<file path="src/rtl/vote_pkg.sv">
// vote_pkg: state type, default sizing and count-width helper for the voting session block
package vote_pkg;
    typedef enum logic [1:0] {IDLE, COLLECT, TALLY, DONE} state_t;
    localparam int DEF_N_VOTERS = 4;
    localparam int DEF_TIMEOUT = 255;
    function automatic int cnt_width(input int n);
        return $clog2(n + 1);
    endfunction
endpackage

</file>
<file path="src/rtl/voter_tally.sv">
// voter_tally: combinational yes/no/abstain popcount with majority and tie flags
// ports: ballot, voted in; yes, no, abstain, pass, tie out
module voter_tally import vote_pkg::*; #(
    parameter int N_VOTERS = DEF_N_VOTERS,
    parameter int CNT_W = cnt_width(N_VOTERS)
) (
    input  logic [N_VOTERS-1:0] ballot,
    input  logic [N_VOTERS-1:0] voted,
    output logic [CNT_W-1:0]    yes,
    output logic [CNT_W-1:0]    no,
    output logic [CNT_W-1:0]    abstain,
    output logic                pass,
    output logic                tie
);
    always_comb begin
        yes = '0;
        no = '0;
        for (int i = 0; i < N_VOTERS; i++) begin
            yes = yes + CNT_W'(voted[i] & ballot[i]);
            no = no + CNT_W'(voted[i] & ~ballot[i]);
        end
    end
    assign abstain = CNT_W'(N_VOTERS) - yes - no;
    assign pass = yes > CNT_W'(N_VOTERS / 2);
    assign tie = yes == no;
endmodule

</file>
<file path="src/rtl/vote_session_ctrl.sv">
// vote_session_ctrl: sequences one voting session (collect window, tally, done pulse)
// ports: clk, rst, start, vote_valid, vote_yes in; busy, voted, done, pass, tie,
//        yes_cnt, no_cnt, abstain_cnt, timed_out out
// VOTE_CHANGE_EN: later ballots overwrite earlier ones and the window always runs to the timer
module vote_session_ctrl import vote_pkg::*; #(
    parameter int N_VOTERS = DEF_N_VOTERS,
    parameter int TIMEOUT = DEF_TIMEOUT,
    parameter int CNT_W = cnt_width(N_VOTERS),
    parameter int TMR_W = $clog2(TIMEOUT + 1)
) (
    input  logic                clk,
    input  logic                rst,
    input  logic                start,
    input  logic [N_VOTERS-1:0] vote_valid,
    input  logic [N_VOTERS-1:0] vote_yes,
    output logic                busy,
    output logic [N_VOTERS-1:0] voted,
    output logic                done,
    output logic                pass,
    output logic                tie,
    output logic [CNT_W-1:0]    yes_cnt,
    output logic [CNT_W-1:0]    no_cnt,
    output logic [CNT_W-1:0]    abstain_cnt,
    output logic                timed_out
);
    state_t state;
    logic [N_VOTERS-1:0] ballot, take, nxt_voted, nxt_ballot;
    logic [TMR_W-1:0] timer;
    logic [CNT_W-1:0] t_yes, t_no, t_abs;
    logic t_pass, t_tie, tmr_end, close, close_to, to_flag;
`ifdef VOTE_CHANGE_EN
    assign take = vote_valid;
    assign close = tmr_end;
    assign close_to = 1'b1;
`else
    // all-voted takes priority over the timer when both land in the same cycle
    assign take = vote_valid & ~voted;
    assign close = tmr_end | &nxt_voted;
    assign close_to = ~&nxt_voted;
`endif
    assign nxt_voted = voted | vote_valid;
    assign nxt_ballot = (ballot & ~take) | (vote_yes & take);
    assign tmr_end = timer == TMR_W'(TIMEOUT - 1);
    voter_tally #(.N_VOTERS(N_VOTERS), .CNT_W(CNT_W)) u_tally (
        .ballot(ballot), .voted(voted), .yes(t_yes), .no(t_no),
        .abstain(t_abs), .pass(t_pass), .tie(t_tie)
    );
    always_ff @(posedge clk) begin
        if (rst) begin
            state <= IDLE;
            ballot <= '0;
            timer <= '0;
            to_flag <= 1'b0;
            voted <= '0;
            busy <= 1'b0;
            done <= 1'b0;
            pass <= 1'b0;
            tie <= 1'b0;
            yes_cnt <= '0;
            no_cnt <= '0;
            abstain_cnt <= '0;
            timed_out <= 1'b0;
        end else begin
            case (state)
                IDLE: if (start) begin
                    state <= COLLECT;
                    busy <= 1'b1;
                    voted <= '0;
                    ballot <= '0;
                    timer <= '0;
                    to_flag <= 1'b0;
                    pass <= 1'b0;
                    tie <= 1'b0;
                    yes_cnt <= '0;
                    no_cnt <= '0;
                    abstain_cnt <= '0;
                    timed_out <= 1'b0;
                end
                COLLECT: begin
                    voted <= nxt_voted;
                    ballot <= nxt_ballot;
                    timer <= timer + 1'b1;
                    to_flag <= close_to;
                    state <= close ? TALLY : COLLECT;
                end
                TALLY: begin
                    state <= DONE;
                    done <= 1'b1;
                    yes_cnt <= t_yes;
                    no_cnt <= t_no;
                    abstain_cnt <= t_abs;
                    pass <= t_pass;
                    tie <= t_tie;
                    timed_out <= to_flag;
                end
                DONE: begin
                    state <= IDLE;
                    done <= 1'b0;
                    busy <= 1'b0;
                end
            endcase
        end
    end
endmodule

</file>
<file path="config.mk">
export PLATFORM = sky130hd
export DESIGN_NAME = vote_session_ctrl
export DESIGN_NICKNAME = d
export VERILOG_FILES = /design/src/rtl/vote_pkg.sv /design/src/rtl/voter_tally.sv /design/src/rtl/vote_session_ctrl.sv
export SDC_FILE = /design/constraint.sdc
export NUM_CORES = 1
export LEC_CHECK = 0
export CELL_PAD_IN_SITES_DETAIL_PLACEMENT = 0
export CELL_PAD_IN_SITES_GLOBAL_PLACEMENT = 1
export CORE_UTILIZATION = 42
export CTS_CLUSTER_DIAMETER = 60
export DETAILED_ROUTE_END_ITERATION = 12
export GPL_TIMING_DRIVEN = 0
export MAX_ROUTING_LAYER = met4
export PLACE_DENSITY = 0.88
export SYNTH_ARGS = -nofsm -noshare
export SYNTH_HDL_FRONTEND = slang
export SYNTH_SLANG_ARGS = --single-unit
</file>
<file path="constraint.sdc">
create_clock -name clk -period 5.7 [get_ports clk]
set_clock_uncertainty 0.2 [all_clocks]
set_input_delay 1.14 -clock clk [delete_from_list [all_inputs] [get_ports clk]]
set_output_delay 1.14 -clock clk [all_outputs]
set_load 0.05 [all_outputs]
</file>
==> results of run 1 <==
==> critical path, stage by stage (launching register included) <==
cell and delay, ns:
dfxtp_1 0.47, nand2_1 0.12, fa_1 0.54, inv_1 0.04
ha_1 0.20, ha_1 0.34, ha_1 0.30, inv_1 0.04
ha_1 0.19, xor2_1 0.16, xnor2_1 0.13, a32o_1 0.20
==> metal layers <==
layer / track usage / share of wire
met2: 0.314 / 0.44
met5: - / 0
met1: 0.264 / 0.50
met3: 0.0528 / 0.042
met4: 0.0667 / 0.014
==> sequential cells by signal (all words and copies together) (netlist names), 3 cells and up, named ones only <==
name         count
timer            8
abstain_cnt      3
voted            4
ballot           4
no_cnt           3
yes_cnt          3
==> report_power, final <==
group / switching, mW / internal, mW / leakage, nW / total (mW)
Clock: 0.0831 / 0.0958 / 0.0443 / 0.179
Sequential: 0.00661 / 0.237 / 0.268 / 0.244
Combinational: 0.0492 / 0.0330 / 0.489 / 0.0821
==> final cells by class <==
cell class / instances / area [µm²]
flip-flops and latches: 33 / 661
plain buffers: 10 / 45.0
well taps: 48 / 60.1
repair buffers: 28 / 280
fillers: 380 / 1650
multi-input cells: 143 / 928
clock buffers: 7 / 86.3
inverters: 8 / 30.0
==> path summary, 6_finish.rpt <==
check / startpoint / endpoint / slack (ns) / cells past startpoint
setup reg to reg: voted[0]$_SDFFE_PP0P_ / abstain_cnt[2]$_SDFFE_PP0P_ / 2.66 / 11
hold / removal: done$_SDFFE_PP0P_ / done$_SDFFE_PP0P_ / 0.26 / 1
setup / recovery: voted[0]$_SDFFE_PP0P_ / abstain_cnt[2]$_SDFFE_PP0P_ / 2.66 / 11
hold reg to reg: done$_SDFFE_PP0P_ / done$_SDFFE_PP0P_ / 0.26 / 1
==> placed cells by master, fill, tap and decap left out, drive strengths merged, types with 3 or more instances in the layout <==
cell,n
dfxtp,33
clkdlybuf4s50,28
a21oi,22
nor2,19
nor2b,15
nand2,12
a22oi,10
ha,10
o21ai,10
clkbuf,10
inv,8
nand3,7
buf,7
o21bai,4
nand2b,3
and2,3
==> cell families (layout without fill, tap and decap cells) <==
kind of cell,after synthesis,after routing
buffers and inverters,18,53
AOI/OAI and AO/OA,56,56
xor gates and xnor gates,4,4
DFF,33,33
and+or+nand+nor,69,69
muxes,2,2
adders and majority gates,12,12
==> flow_summary.toml, run 1 <==
[synth]
ys_types = 40
synth_top_cells_by_count = "dfxtp_1 (33), a21oi_1 (21), nor2_1 (19), nor2b_1 (15), nand2_1 (12)"
yosysMostFrequentCell = "dfxtp_1"
synthCells = 194
synth-xor-area-share = 0.0211
synth-adder-area-share = 0.0992
synth-seq-area-share = 0.397
synth_seq_cells = 33
yosys.area_share.simple = 0.214
synth_compound_area_frac = 0.210
yosys.area.top_type_share = 0.397
synth_flop_cell = "dfxtp_1"
ys_top_cells_by_area = "dfxtp_1 (40%), ha_1 (7.5%), a21oi_1 (6.3%)"
synth_edf_count = 0
ys_warn_count = 0
async_flop_share = 0
synth_top_area_cell = "dfxtp_1"
synth_area_um2 = 1660
avgSynthCellArea_um2 = 8.58
syn_nets = 217
muxShareOfSynthArea = 0.0135
synth_top_family_by_area = "simple AND/OR/NAND/NOR gates"

[route]
ant_nets = 0
vias = 1455
viasPerCell = 5.25
drc = 0
drt-total-wl_um = 3670
firstDrtPassIters = 4
avgRoutedWirePerCell_um = 13.3
drtIter0Drc = 40

[global_routing]
grt-ovfl-total = 0
grt_max_degree = 11
grt_usage = 0.206
grt_pass1_wl_um = 6440
antenna_found_initial = 0
grt_pass1_vias = 1361

[final_layout]
final_cells = 277
final_area_um2 = 2090
drive_above_1_share = 0.0742
nets = 252
syn2layout_area_growth_pct = 25.6
postLayoutCoreUtil = 0.558
diodes = 0

[place]
place_congestion = 0.811
postPlaceCellArea_um2 = 2000
hpwl_um = 2680
port_buffers = 28
dp.cells = 270
place_ws_ns = 2.67

[floorplanning]
num_rows = 22
die_y_um = 64.9
core_area_um2 = 3740
ios = 29
dieArea_um2 = 4220
start_util = 0.445
die_x_um = 64.9

[critical_path]
crit_type = "reg2reg"
required_ns = 5.68
worstPathMaxFanout = 7
arrival_ns = 3.01
crit_path_end_kind = "flip-flop"
crit_path_start_kind = "flip-flop"

[timing]
period_share = 0.533
finalSetupViolCount = 0
setup_ws_ns = 2.66
timing.final.crit_period_ns = 3.04
finalMaxSlewViolations = 0
fin_setup_tns_ns = 0
worst_pin_slew_ns = 0.527
max-slew-margin-rel = 0.649
rsz0062_at_grt = "no"
finalHoldViolations = 0
timing.hold.ws_ns = 0.259
fmax_mhz = 329

[clock_network]
cts_tree = "built"
clkSlewWorstSetupHoldPaths_ns = 0.07
insertion_delay_ns = 0.28
htree_levels = 2
cts_made_buffers = 5
post_cts_resized = 0
ctsHoldBuffers = 0
cts_setup_buffers = 0
ctsLongestPathBuffers = 2
cts-root-buf = "clkbuf_8"
cts_sinks = 33

[power]
ir_worst_vdd_mv = 0.139
p_leak_nw = 0.801
power.density_nw_per_um2 = 241
finalPower_mw = 0.505

[job]
maxCapViolCount = 0

[min_path]
hp-class = "reg2reg"

[outcome]
status = "complete, no violations"
No activity file was read; power rests on OpenSTA's default activity.
==> run 2, diff against run 1 <==
--- a/config.mk
+++ b/config.mk
@@ -7,12 +7,12 @@
 export LEC_CHECK = 0
 export CELL_PAD_IN_SITES_DETAIL_PLACEMENT = 0
 export CELL_PAD_IN_SITES_GLOBAL_PLACEMENT = 1
-export CORE_UTILIZATION = 42
+export CORE_UTILIZATION = 39
 export CTS_CLUSTER_DIAMETER = 60
 export DETAILED_ROUTE_END_ITERATION = 12
 export GPL_TIMING_DRIVEN = 0
 export MAX_ROUTING_LAYER = met4
-export PLACE_DENSITY = 0.88
+export PLACE_DENSITY = 0.83
 export SYNTH_ARGS = -nofsm -noshare
 export SYNTH_HDL_FRONTEND = slang
 export SYNTH_SLANG_ARGS = --single-unit
==> constraint.sdc (replaced) <==
create_clock -name clk -period 3.1 [get_ports clk]
set_clock_uncertainty 0.2 [all_clocks]
set_input_delay 0.62 -clock clk [delete_from_list [all_inputs] [get_ports clk]]
set_output_delay 0.62 -clock clk [all_outputs]
set_load 0.05 [all_outputs]
==> flow_summary.toml, run 2 (synthesis results as in run 1) <==
[power]
power.density_nw_per_um2 = 434
p_leak_nw = 0.797
ir_worst_vdd_mv = 0.201
pwr-share-comb = 0.167
p_sw_mw = 0.249
p_seq_frac = 0.495
switching_share = 0.275
pwr-share-clk = 0.338
internal-power_mw = 0.657

[route]
ant_nets = 0
vias = 1446
drc = 0
avgRoutedWirePerCell_um = 12.9
firstDrtPassIters = 4
drtIter0Drc = 93
viasPerCell = 5.16
drt-total-wl_um = 3620

[critical_path]
crit_path_top_delay_cell = "fa_1"
arrival_ns = 2.90
crit_chain = "nand2_1, fa_1, inv_1, ha_1, ha_1, ha_1, inv_1, ha_1, xor2_1, xnor2_1, a32o_1"
crit_path_end_kind = "flip-flop"
crit_buf_inv = 2
required_ns = 3.07
worstPathMaxFanout = 7
crit_path_start_kind = "flip-flop"
crit_path_frequent_cell = "ha_1"
crit_type = "reg2reg"
cpPeakStageDelay_ns = 0.53
crit_family = "adder cells"

[floorplanning]
die_x_um = 67.3
start_util = 0.410
num_rows = 23
ios = 29
die_y_um = 67.3
core_area_um2 = 4060
dieArea_um2 = 4530

[final_layout]
nets = 252
regMostFlops = "timer"
syn2layout_area_growth_pct = 25.6
postLayoutCoreUtil = 0.515
final_area_um2 = 2090
final_cell_mix = "dfxtp_1 (30), clkdlybuf4s50_1 (28), a21oi_1 (21)"
top_regs = "timer x8, ballot x4, voted x4"
largest_register_ffs = 8
drive_above_1_share = 0.0826
diodes = 0
final_cells = 280
final_common_cell = "dfxtp_1"

[place]
port_buffers = 28
place_congestion = 0.835
postPlaceCellArea_um2 = 2010
place_ws_ns = 0.176
dp.cells = 272
hpwl_um = 2720

[timing]
fmax_mhz = 342
fin_setup_tns_ns = 0
finalSetupViolCount = 0
finalMaxSlewViolations = 0
period_share = 0.944
setup_ws_ns = 0.174
rsz0062_at_grt = "no"
max-slew-margin-rel = 0.652
worst_pin_slew_ns = 0.523
finalHoldViolations = 0
timing.final.crit_period_ns = 2.93

[clock_network]
cts_made_buffers = 5
cts_setup_buffers = 0
ctsHoldBuffers = 0
cts-root-buf = "clkbuf_8"
ctsLongestPathBuffers = 2
cts_tree = "built"
clkSlewWorstSetupHoldPaths_ns = 0.06
post_cts_resized = 0
htree_levels = 2
insertion_delay_ns = 0.28
cts_sinks = 33

[min_path]
hp-class = "reg2reg"

[job]
maxCapViolCount = 0

[outcome]
status = "complete, no violations"

[global_routing]
grt_pass1_wl_um = 6330
grt_pass1_vias = 1377
grt_usage = 0.193
grt-ovfl-total = 0
grt_max_degree = 11
antenna_found_initial = 0
==> run 2: changes by cell type in the layout (fill, tap and decap cells not counted) <==
cell and change:
dfxtp_1 -3, clkbuf_8 -1, clkbuf_1 +2, dfxtp_2 +3
==> run 2: worst reg2reg max path, stage by stage (launching register included) <==
cell and delay (ns):
dfxtp_2 0.39, nand2_1 0.09, fa_1 0.53, inv_1 0.04, ha_1 0.20, ha_1 0.34, ha_1 0.30, inv_1 0.04
ha_1 0.19, xor2_1 0.15, xnor2_1 0.14, a32o_1 0.21
==> run 2: final cells by class <==
type | count | area (µm²)
timing repair buffer | 28 | 280
sequential | 33 | 664
buffer | 10 | 45.0
fill | 389 | 1970
multi-input combinational | 143 | 928
tap | 50 | 62.6
inverter | 8 | 30.0
clock buffer | 8 | 80.1
==> run 2: final timing paths <==
path                               from                     endpoint  slack [ns]  depth (start not counted)
setup / recovery  voted[0]$_SDFFE_PP0P_  abstain_cnt[2]$_SDFFE_PP0P_        0.17                         11
setup reg to reg  voted[0]$_SDFFE_PP0P_  abstain_cnt[2]$_SDFFE_PP0P_        0.17                         11
hold / removal        done$_SDFFE_PP0P_            done$_SDFFE_PP0P_        0.25                          1
hold reg to reg       done$_SDFFE_PP0P_            done$_SDFFE_PP0P_        0.25                          1
==> run 2: routing by layer <==
layer / vias up / part of all wire / GRT usage
li1: 749 / - / -
met1: 661 / 0.49 / 0.244
met2: 31 / 0.46 / 0.303
met3: 5 / 0.039 / 0.0507
met4: 0 / 0.014 / 0.0559
met5: - / 0 / -
==> run 2: power groups by stage <==
stage	registers, mW	logic [mW]	clock network (mW)
5_1_grt	0.451	0.171	0.336
4_1_cts	0.448	0.153	0.314
3_3_place_gp	0.458	0.151	0
3_5_place_dp	0.458	0.152	0
6_report	0.448	0.152	0.307
2_1_floorplan	0.476	0.0818	0
==> run 2: metrics by stage <==
step                hold slack (ns)  power, mW
finish                        0.249      0.907
floorplan                     0.236      0.557
global route                  0.282      0.957
global placement              0.236      0.609
detailed placement            0.240      0.610
CTS                           0.255      0.915
==> run 3, diff against run 2 <==
==> constraint.sdc (replaced) <==
create_clock -name clk -period 3 [get_ports clk]
set_clock_uncertainty 0.2 [all_clocks]
set_input_delay 0.6 -clock clk [delete_from_list [all_inputs] [get_ports clk]]
set_output_delay 0.6 -clock clk [all_outputs]
set_load 0.05 [all_outputs]
==> flow_summary.toml, run 3 (synthesis results as in run 1) <==
[timing]
timing.final.crit_period_ns = 2.89
finalMaxSlewViolations = 0
max-slew-margin-rel = 0.653
fmax_mhz = 347
period_share = 0.962
timing.hold.ws_ns = 0.248
finalHoldViolations = 0
worst_pin_slew_ns = 0.520
finalSetupViolCount = 0

[place]
hpwl_um = 2720
port_buffers = 28
postPlaceCellArea_um2 = 2010
place_congestion = 0.835

[final_layout]
nets = 252
final_common_cell = "dfxtp_1"
syn2layout_area_growth_pct = 26.7
largest_register_ffs = 8
final_cell_mix = "dfxtp_1 (30), clkdlybuf4s50_1 (28), a21oi_1 (21)"
final_area_um2 = 2110
top_regs = "timer x8, ballot x4, voted x4"
regMostFlops = "timer"
drive_above_1_share = 0.0957
diodes = 0

[critical_path]
crit_path_frequent_cell = "ha_1"
required_ns = 2.97
crit_path_start_kind = "flip-flop"
crit_chain = "nor2b_1, fa_1, ha_1, ha_1, ha_1, inv_1, ha_1, xor2_1, xnor2_1, a32o_1"
crit_path_top_delay_cell = "fa_1"
worstPathMaxFanout = 7
crit_type = "reg2reg"
crit_family = "adder cells"
crit_path_end_kind = "flip-flop"
crit_buf_inv = 1
cpPeakStageDelay_ns = 0.44
arrival_ns = 2.85

[floorplanning]
start_util = 0.410
die_x_um = 67.3
core_area_um2 = 4060
dieArea_um2 = 4530
die_y_um = 67.3
num_rows = 23
ios = 29

[clock_network]
cts-root-buf = "clkbuf_8"
ctsLongestPathBuffers = 2
clkSlewWorstSetupHoldPaths_ns = 0.06
htree_levels = 2
insertion_delay_ns = 0.28
cts_made_buffers = 5
cts_sinks = 33
cts_tree = "built"
cts_setup_buffers = 0

[route]
firstDrtPassIters = 4
drt-total-wl_um = 3650
avgRoutedWirePerCell_um = 13.0
wl_met2_um = 1670
vias = 1449
met1_length_um = 1780
wl_met3_um = 150
highest_layer = "met4"
ant_nets = 0
drtIter0Drc = 96
drc = 0
viasPerCell = 5.18

[global_routing]
grt-ovfl-total = 0
grt_pass1_vias = 1377
grt_pass1_wl_um = 6330
grt_usage = 0.193
grt_max_degree = 11
antenna_found_initial = 0

[job]
maxCapViolCount = 0

[min_path]
hp-class = "reg2reg"

[power]
finalPower_mw = 0.935
ir_worst_vdd_mv = 0.204
power.density_nw_per_um2 = 444
p_leak_nw = 0.795

[outcome]
status = "complete, no violations"
==> run 3: cell counts in the layout (fill, tap and decap cells not counted) <==
Identical to the previous run, type by type.
==> run 3: where the power goes <==
group          switching [mW]  total, mW  leakage, nW  internal [mW]
Clock                   0.150      0.315       0.0395          0.165
Combinational          0.0935      0.157        0.486         0.0635
Sequential             0.0121      0.464        0.269          0.452
==> run 3: final timing paths <==
kind,startpoint,end,slack [ns],depth (start not counted)
setup / recovery,voted[1]$_SDFFE_PP0P_,abstain_cnt[2]$_SDFFE_PP0P_,0.11,10
hold / removal,done$_SDFFE_PP0P_,done$_SDFFE_PP0P_,0.25,1
setup reg to reg,voted[1]$_SDFFE_PP0P_,abstain_cnt[2]$_SDFFE_PP0P_,0.11,10
hold reg to reg,done$_SDFFE_PP0P_,done$_SDFFE_PP0P_,0.25,1
==> run 3: metal layers <==
metal,track usage,vias to the layer above
met5,-,-
met4,0.0559,0
met3,0.0507,5
met2,0.303,31
met1,0.244,663
li1,-,750
==> run 3: final cells by class <==
| cell class | instances | area [µm²] |
|---|---|---|
| plain buffers | 10 | 45.0 |
| clock buffers | 8 | 80.1 |
| fillers | 384 | 1950 |
| inverters | 8 | 30.0 |
| multi-input cells | 143 | 946 |
| flip-flops and latches | 33 | 664 |
| well taps | 50 | 62.6 |
| repair buffers | 28 | 280 |
==> run 3: timing repair <==
| item | 4_1_cts | 5_1_grt |
|---|---|---|
| gates resized for setup | 0 | 3 |
| setup endpoints to repair | 0 | 1 |
| hold buffers | 0 | 0 |
==> run 3: stage by stage <==
step / std cells / TNS (ns) / utilization / setup WS [ns]
after CTS: 280 / 0 / 0.515 / 0.0623
after global placement: 272 / 0 / 0.496 / 0.0784
after detailed placement: 272 / 0 / 0.496 / 0.0758
after global routing: 280 / -0.0324 / 0.520 / -0.0324
after floorplan: 194 / 0 / - / 0.00848
final: 280 / 0 / 0.520 / 0.115
